`config.mk`:
```
export PLATFORM = sky130hd
export DESIGN_NAME = uart_tx
export DESIGN_NICKNAME = d
export VERILOG_FILES = /design/src/rtl/uart_pkg.sv /design/src/rtl/uart_baud_cnt.sv /design/src/rtl/uart_tx.sv
export SDC_FILE = /design/constraint.sdc
export NUM_CORES = 1
export LEC_CHECK = 0
export BUFFER_PORTS_ARGS = -buffer_cell sky130_fd_sc_hd__buf_4
export CORE_UTILIZATION = 50
export DETAILED_ROUTE_END_ITERATION = 12
export GPL_ROUTABILITY_DRIVEN = 0
export GPL_TIMING_DRIVEN = 0
export PLACE_DENSITY = 0.82
export SYNTH_ARGS = -nofsm -noshare
export SYNTH_HDL_FRONTEND = slang
export SYNTH_SLANG_ARGS = --single-unit
export TNS_END_PERCENT = 5
```
`constraint.sdc`:
```
create_clock -name clk -period 1.8 [get_ports clk]
set_input_delay 0.27 -clock clk [delete_from_list [all_inputs] [get_ports clk]]
set_output_delay 0.27 -clock clk [all_outputs]
set_load 0.03 [all_outputs]
```
`src/rtl/uart_pkg.sv`:
```
// UART shared types and constants.
// Parity support is enabled by defining UART_TX_PARITY_EN.
package uart_pkg;

  localparam int UART_DEFAULT_CLK_PER_BIT = 432;
  localparam int UART_DATA_W = 8;

  typedef enum logic [2:0] {
    ST_IDLE   = 3'd0,
    ST_START  = 3'd1,
    ST_DATA   = 3'd2,
`ifdef UART_TX_PARITY_EN
    ST_PARITY = 3'd3,
`endif
    ST_STOP   = 3'd4
  } uart_state_e;

endpackage

```
`src/rtl/uart_baud_cnt.sv`:
```
// Bit-time down-counter: load reloads CLK_PER_BIT-1,
// tick is high while the count sits at zero.
module uart_baud_cnt #(
  parameter int CLK_PER_BIT = 432
) (
  input  logic clk,
  input  logic rst_n,
  input  logic load,
  output logic tick
);

  localparam int CW = (CLK_PER_BIT > 2) ? $clog2(CLK_PER_BIT) : 1;
  localparam logic [CW-1:0] RELOAD = CW'(CLK_PER_BIT - 1);
  localparam logic [CW-1:0] ONE = CW'(1);

  logic [CW-1:0] cnt_q, cnt_d;

  always_comb begin
    cnt_d = cnt_q;
    if (load) begin
      cnt_d = RELOAD;
    end else if (cnt_q != '0) begin
      cnt_d = cnt_q - ONE;
    end
  end

  always_ff @(posedge clk or negedge rst_n) begin
    if (!rst_n) begin
      cnt_q <= '0;
    end else begin
      cnt_q <= cnt_d;
    end
  end

  assign tick = (cnt_q == '0);

endmodule

```
`src/rtl/uart_tx.sv`:
```
// UART transmitter: 8N1 frames, LSB first, valid/ready input.
// Define UART_TX_PARITY_EN to insert an even parity bit (8E1).
module uart_tx
  import uart_pkg::*;
#(
  parameter int CLK_PER_BIT = UART_DEFAULT_CLK_PER_BIT
) (
  input  logic                   clk,
  input  logic                   rst_n,
  input  logic [UART_DATA_W-1:0] tx_data,
  input  logic                   tx_valid,
  output logic                   tx_ready,
  output logic                   tx,
  output logic                   tx_busy,
  output logic                   tx_done
);

  generate
    if (CLK_PER_BIT < 2 || CLK_PER_BIT > 65535) begin : g_bad_cpb
      $error("uart_tx: CLK_PER_BIT must be in 2..65535");
    end
  endgenerate

  uart_state_e state_q, state_d;
  logic [UART_DATA_W-1:0] shreg_q, shreg_d;
  logic [2:0] idx_q, idx_d;
  logic tx_q, tx_d;
  logic load;
  logic tick;
`ifdef UART_TX_PARITY_EN
  logic par_q, par_d;
`endif

  uart_baud_cnt #(
    .CLK_PER_BIT(CLK_PER_BIT)
  ) u_baud (
    .clk  (clk),
    .rst_n(rst_n),
    .load (load),
    .tick (tick)
  );

  always_comb begin
    state_d = state_q;
    shreg_d = shreg_q;
    idx_d   = idx_q;
    tx_d    = tx_q;
    load    = 1'b0;
`ifdef UART_TX_PARITY_EN
    par_d   = par_q;
`endif
    unique case (state_q)
      ST_IDLE: begin
        tx_d = 1'b1;
        if (tx_valid) begin
          state_d = ST_START;
          shreg_d = tx_data;
          idx_d   = 3'd0;
          tx_d    = 1'b0;
          load    = 1'b1;
`ifdef UART_TX_PARITY_EN
          par_d   = ^tx_data;
`endif
        end
      end
      ST_START: begin
        if (tick) begin
          state_d = ST_DATA;
          tx_d    = shreg_q[0];
          load    = 1'b1;
        end
      end
      ST_DATA: begin
        if (tick) begin
          load = 1'b1;
          if (idx_q == 3'd7) begin
`ifdef UART_TX_PARITY_EN
            state_d = ST_PARITY;
            tx_d    = par_q;
`else
            state_d = ST_STOP;
            tx_d    = 1'b1;
`endif
          end else begin
            idx_d   = idx_q + 3'd1;
            shreg_d = {1'b0, shreg_q[UART_DATA_W-1:1]};
            tx_d    = shreg_q[1];
          end
        end
      end
`ifdef UART_TX_PARITY_EN
      ST_PARITY: begin
        if (tick) begin
          state_d = ST_STOP;
          tx_d    = 1'b1;
          load    = 1'b1;
        end
      end
`endif
      ST_STOP: begin
        if (tick) begin
          state_d = ST_IDLE;
          tx_d    = 1'b1;
        end
      end
      default: begin
        state_d = ST_IDLE;
        tx_d    = 1'b1;
      end
    endcase
  end

  always_ff @(posedge clk or negedge rst_n) begin
    if (!rst_n) begin
      state_q <= ST_IDLE;
      shreg_q <= '0;
      idx_q   <= '0;
      tx_q    <= 1'b1;
`ifdef UART_TX_PARITY_EN
      par_q   <= 1'b0;
`endif
    end else begin
      state_q <= state_d;
      shreg_q <= shreg_d;
      idx_q   <= idx_d;
      tx_q    <= tx_d;
`ifdef UART_TX_PARITY_EN
      par_q   <= par_d;
`endif
    end
  end

  assign tx       = tx_q;
  assign tx_ready = (state_q == ST_IDLE);
  assign tx_busy  = ~tx_ready;
  assign tx_done  = (state_q == ST_STOP) && tick;

endmodule

```
==> out/results.ini, run 1 <==
[global_routing]
grtUsageTotal = 0.211
grt_overflow = 0
grt_pass1_vias = 887
antenna_found_initial = 0
grt_pass1_wl_mm = 4.26
grt_max_degree = 25

[timing]
fin_crit_sh = 1.07
max_clock_freq_mhz = 520
finalCriticalPeriod_ps = 1920
rsz0062_at_grt = yes
slew_headroom = 0.767
setup_tns_ps = -863
worst_pin_slew_ps = 349
maxSlewViolCount = 0
fin_skew_ps = 0.778
setup_violations = 10
hold_viol = 0
setup_slack_ps = -124

[setup_path]
rrSetupSlack_ps = -110
critPathKind = flop to output pin
rr_startpoint = u_baud.cnt_q[1]
arrival_ps = 1650
start_kind = flop
crit_required_ps = 1530
worstPathMaxFanout = 3
end_kind = output pin
r2r-end = shreg_q[1]
ff2ff_path_depth = 8

[drt]
wl_per_cell_um = 15.8
initialDrtViolationCount = 11
route.detailed.drc = 0
antenna_left = 0
firstDrtPassIters = 4
vias = 977
wirelength_mm = 2.82
vias_per_cell = 5.46

[power]
p_leak_nw = 0.772
powerDensity_nw_per_um2 = 882
ir_drop_uv = 788

[logic_synthesis]
synthDistinctLibCells = 40
syn_nets = 136
synth-seq-area-share = 0.427
yosys_warnings = 0
synth-seq-cells = 24
synth_area_sq_um = 1410
syn_inst = 122
syn_avg_cell_area_sq_um = 11.6

[min_path]
hold_depth = 3
hold_class = primary input to flop
hold_end = shreg_q[7]
hp-start = tx_data[7]

[cts]
path_clk_slew_ps = 130
htree_num_levels = 1
cts_buffers = 3
cts_buffer_depth = 2
clock-root-buffer = clkbuf_4
cts_tree = done
clock-sinks = 24
insertion_delay_ps = 320

[floorplan]
die_h_um = 55.1
coreArea_sq_um = 2570
dieArea_sq_um = 3040
start_util = 0.549
fp.dieW_um = 55.1
rows = 18
io_pins = 15

[cells_and_area]
fin_area_sq_um = 1730
final_nets = 164
area_growth_pct = 22.4
drive_gt1_frac = 0.416
final_util = 0.673
instances_no_fill = 179
antennaDiodeCount = 0

[placement]
place_area_sq_um = 1580
dp_hpwl_mm = 1.87
dp.cells = 166
portBuffers = 14

[flow_run]
cap_violations = 0

[outcome]
status = finished, violations left
violations = setup timing

==> sequential cells by signal (all words and copies together) (netlist names) <==
| name | cells |
|---|---|
| idx_q | 3 |
| shreg_q | 8 |
| state_q | 3 |
| tx | 1 |
| u_baud.cnt_q | 9 |
==> routing by layer <==
layer,GRT usage,vias to the layer above,part of all wire
met4,0.113,0,0.034
met1,0.277,462,0.46
met5,0,-,0
met2,0.329,17,0.48
li1,-,489,-
met3,0.0355,9,0.022
==> metrics by stage <==
| step | setup WS (ps) | hold WS (ps) | power [mW] |
|---|---|---|---|
| 3_3_place_gp | -156 | 180 | 1.12 |
| 3_5_place_dp | -197 | 186 | 1.14 |
| 4_1_cts | -181 | 233 | 1.49 |
| 2_1_floorplan | -67.2 | -25.6 | 1.04 |
| 6_report | -124 | 237 | 1.52 |
| 5_1_grt | -201 | 242 | 1.61 |
==> kinds of logic after synthesis <==
group / after synthesis / synth area share
flip-flops: 24 / 0.427
adder cells (fa/ha/maj): 3 / 0.0266
AO/OA/AOI/OAI: 21 / 0.107
XOR/XNOR: 6 / 0.0373
buffers and inverters: 14 / 0.0665
multiplexers: 16 / 0.163
AND/OR/NAND/NOR: 38 / 0.172
==> cell usage after synthesis (all sizes together) <==
library cell,instances,area (sq um)
nor3,2,15.0
or4,2,15.0
o31ai,1,7.51
a211oi,1,7.51
a2111oi,1,8.76
mux2,14,210
o311ai,1,8.76
a21boi,1,7.51
nand2b,3,18.8
nor2,8,32.5
a211o,1,10.0
o21ai,6,30.0
and2,4,25.0
a311oi,1,8.76
nor4b,1,23.8
nand4,1,6.26
xor2,2,17.5
or3,2,12.5
ha,3,37.5
a2bb2oi,1,15.0
xnor2,4,35.0
and3,1,6.26
dfstp,1,26.3
mux2i,2,20.0
nor4,3,33.8
buf,6,63.8
a31oi,3,25.0
nand2,8,32.5
o211ai,1,7.51
or3b,1,11.3
nand3,2,10.0
dfrtp,23,576
inv,8,30.0
a21oi,3,15.0
==> layout by cell type (no fill, tap or decap), types with 3 or more instances in the layout <==
master    count
nand2_1       7
xnor2_1       4
buf_6         4
mux2_4       14
clkbuf_4      3
nand2b_1      3
nor2_1        7
o21ai_0       5
a21oi_1       3
dfrtp_1      23
buf_4        22
inv_1         6
==> area by class of cell <==
class,instances,area [sq um]
fill,196,841
sequential,24,602
timing repair buffer,23,175
buffer,6,75.1
clock buffer,4,36.3
multi-input combinational,84,771
tap,30,37.5
inverter,8,30.0
==> worst max-delay path by stage <==
stage	slack [ps]	cells past startpoint	start	end
3_3_place_gp	-160	7	u_baud.cnt_q[0]	shreg_q[3]
3_5_place_dp	-200	7	u_baud.cnt_q[0]	shreg_q[6]
5_1_grt	-200	6	u_baud.cnt_q[1]	tx_done
4_1_cts	-180	6	u_baud.cnt_q[1]	tx_done
2_1_floorplan	-70	5	u_baud.cnt_q[0]	tx_done
6_report	-120	6	u_baud.cnt_q[1]	tx_done
==> worst max-delay path: stages (launching register included) <==
cell and delay, ps:
dfrtp_1 420, inv_2 80, ha_4 140, nor4b_4 240
nand2_2 120, nor4_2 140, buf_4 200
==> power by group <==
part           switching [mW]  total, mW  internal, mW
Combinational           0.180      0.428         0.247
Clock                   0.170      0.294         0.124
Sequential              0.148      0.800         0.652
Total                   0.499       1.52          1.02
==> what timing repair did <==
| item | CTS | global route |
|---|---|---|
| hold buffers | 1 | 0 |
| buffers inserted | 7 | 1 |
| gates resized for setup | 7 | 5 |
| hold endpoints to repair | 23 | 0 |
| setup endpoints to repair | 15 | 18 |
| pin swaps | 5 | 2 |
Power figures use the tool's default switching activity.
==> run 2, diff against run 1 <==
==> constraint.sdc (replaced) <==
create_clock -name clk -period 1.8 [get_ports clk]
set_input_delay 0.36 -clock clk [delete_from_list [all_inputs] [get_ports clk]]
set_output_delay 0.36 -clock clk [all_outputs]
set_load 0.03 [all_outputs]
==> run 2 against run 1 <==
Effect of this change: the flow still finishes with violations (setup timing); core utilization decreased by 0.15 points; clock skew increased by 13 ps; hold slack improved by 41 ps; fmax decreased by 4.4%; non-clock buffer count decreased by 2; clock-buffer cell count decreased by 1; combinational power decreased by 11%; register-to-register slack about the same; critical path depth unchanged; first-iteration DRC count decreased by 9.1%; critical endpoint unchanged; largest cell class unchanged.
==> out/results.ini, run 2 (same netlist as run 1, synthesis figures left out) <==
[outcome]
status = finished, violations left
violations = setup timing

[cells_and_area]
final_nets = 162  ; -1.2%
final_util = 0.671  ; -0.00146
layout_common_cells = 23 x dfrtp_1, 20 x buf_4, 14 x mux2_4
largest_reg_flops = 9  ; unchanged
antennaDiodeCount = 0  ; unchanged
area_growth_pct = 22.2
largestRegisters = u_baud.cnt_q: 9 flops, shreg_q: 8 flops
layout_commonest_cell = dfrtp_1
instances_no_fill = 177  ; -1.1%
top_register = u_baud.cnt_q
drive_gt1_frac = 0.388  ; -0.0284

[global_routing]
grt_pass1_vias = 925  ; +4.3%
antenna_found_initial = 0  ; unchanged
grt_pass1_wl_mm = 4.00  ; -6.1%
grtUsageTotal = 0.193  ; -0.0182
grt_overflow = 0  ; unchanged
grt_max_degree = 25  ; unchanged

[drt]
antenna_left = 0  ; unchanged
wl_per_cell_um = 15.2  ; -3.4%
vias_per_cell = 5.61  ; +2.8%
initialDrtViolationCount = 10  ; -1
route.detailed.drc = 0  ; unchanged
wirelength_mm = 2.69  ; -4.5%
vias = 993  ; +1.6%
firstDrtPassIters = 4  ; unchanged

[timing]
setup_slack_ps = -214  ; -89.1 ps
worst_pin_slew_ps = 403  ; +53.8 ps
maxSlewViolCount = 0  ; unchanged
finalCriticalPeriod_ps = 2010  ; +89.1 ps
slew_headroom = 0.731  ; -0.0362
hold_viol = 0  ; unchanged
max_clock_freq_mhz = 497  ; -4.4%
fin_crit_sh = 1.12  ; +0.0495
rsz0062_at_grt = yes
setup_violations = 14  ; +4
fin_skew_ps = 13.8  ; +13.0 ps

[setup_path]
start_kind = flop
ff2ff_path_depth = 8  ; unchanged
r2r-end = idx_q[0]
crit_required_ps = 1440  ; -90 ps
critPathKind = flop to output pin
arrival_ps = 1650  ; about the same
rrSetupSlack_ps = -120  ; about the same
rr_startpoint = u_baud.cnt_q[0]
worstPathMaxFanout = 3  ; unchanged
end_kind = output pin

[cts]
insertion_delay_ps = 320  ; about the same
path_clk_slew_ps = 140  ; about the same
cts_buffer_depth = 2  ; unchanged
cts_buffers = 3  ; unchanged
htree_num_levels = 1  ; unchanged
clock-root-buffer = clkbuf_4
cts_tree = done
clock-sinks = 24  ; unchanged

[floorplan]
die_h_um = 55.1  ; unchanged
io_pins = 15  ; unchanged
start_util = 0.549  ; unchanged
coreArea_sq_um = 2570  ; unchanged
dieArea_sq_um = 3040  ; unchanged
fp.dieW_um = 55.1  ; unchanged
rows = 18  ; unchanged

[placement]
dp_hpwl_mm = 1.84  ; -1.5%
dp.cells = 166  ; unchanged
portBuffers = 14  ; unchanged

[power]
powerDensity_nw_per_um2 = 909  ; +3.2%
p_leak_nw = 0.765  ; -0.95%
p_total_mw = 1.57  ; +2.9%
ir_drop_uv = 939  ; +19%

[min_path]
hold_depth = 3  ; unchanged
hp-start = tx_data[7]
hold_class = primary input to flop
hold_end = shreg_q[7]

[flow_run]
cap_violations = 0  ; unchanged

[run 2: per-layer routing]
| layer | vias up | wire (um) | share of wire | track usage |
|---|---|---|---|---|
| li1 | 485 | - | - | - |
| met1 | 482 | 1230 | 0.46 | 0.233 |
| met2 | 22 | 1380 | 0.51 | 0.343 |
| met3 | 4 | 66 | 0.024 | 0.0246 |
| met4 | 0 | 21 | 0.0078 | 0.0750 |
| met5 | - | 0 | 0 | 0 |
[run 2: stage by stage]
step	TNS (ps)	setup slack [ps]	cell area (sq um)	hold WS, ps
CTS	-1150	-203	1710	285
global route	-2960	-318	1720	287
finish	-1210	-214	1720	279
floorplan	-796	-114	1430	64.4
global placement	-1560	-208	1570	268
detailed placement	-2090	-254	1570	276
[run 2: where the power goes]
part,internal [mW],switching (mW)
registers,0.652,0.144
logic,0.216,0.167
clock network,0.225,0.162
[run 2: layout make-up]
class	instances	area (sq um)
Multi-Input combinational cell	84	766
Clock buffer	3	22.5
Tap cell	30	37.5
Inverter	8	30.0
Buffer	6	71.3
Clock inverter	1	30.0
Timing Repair Buffer	21	164
Sequential cell	24	602
Fill cell	198	845
[run 2: worst max-delay path by stage]
stage                    startpoint          to  cells after the start
global placement    u_baud.cnt_q[0]  shreg_q[5]                      7
finish              u_baud.cnt_q[0]     tx_done                      6
floorplan                state_q[2]    idx_q[0]                      6
global route        u_baud.cnt_q[0]     tx_done                      6
CTS                 u_baud.cnt_q[0]     tx_done                      6
detailed placement  u_baud.cnt_q[0]  shreg_q[3]                      7
[run 2: timing repair]
action                                  in CTS  in global routing
setup buffers                                6                  0
gates resized for setup                      6                  3
endpoints found under the hold margin       23                  0
endpoints found under the setup margin      16                 22
hold buffers                                 1                  0
pin swaps                                    2                  0
[run 2: critical path, stage by stage, from the launching register on]
cell and delay (ps):
dfrtp_1 410, inv_2 90, ha_4 140, nor4b_4 240, nand2_2 120, nor4_4 180, buf_6 170
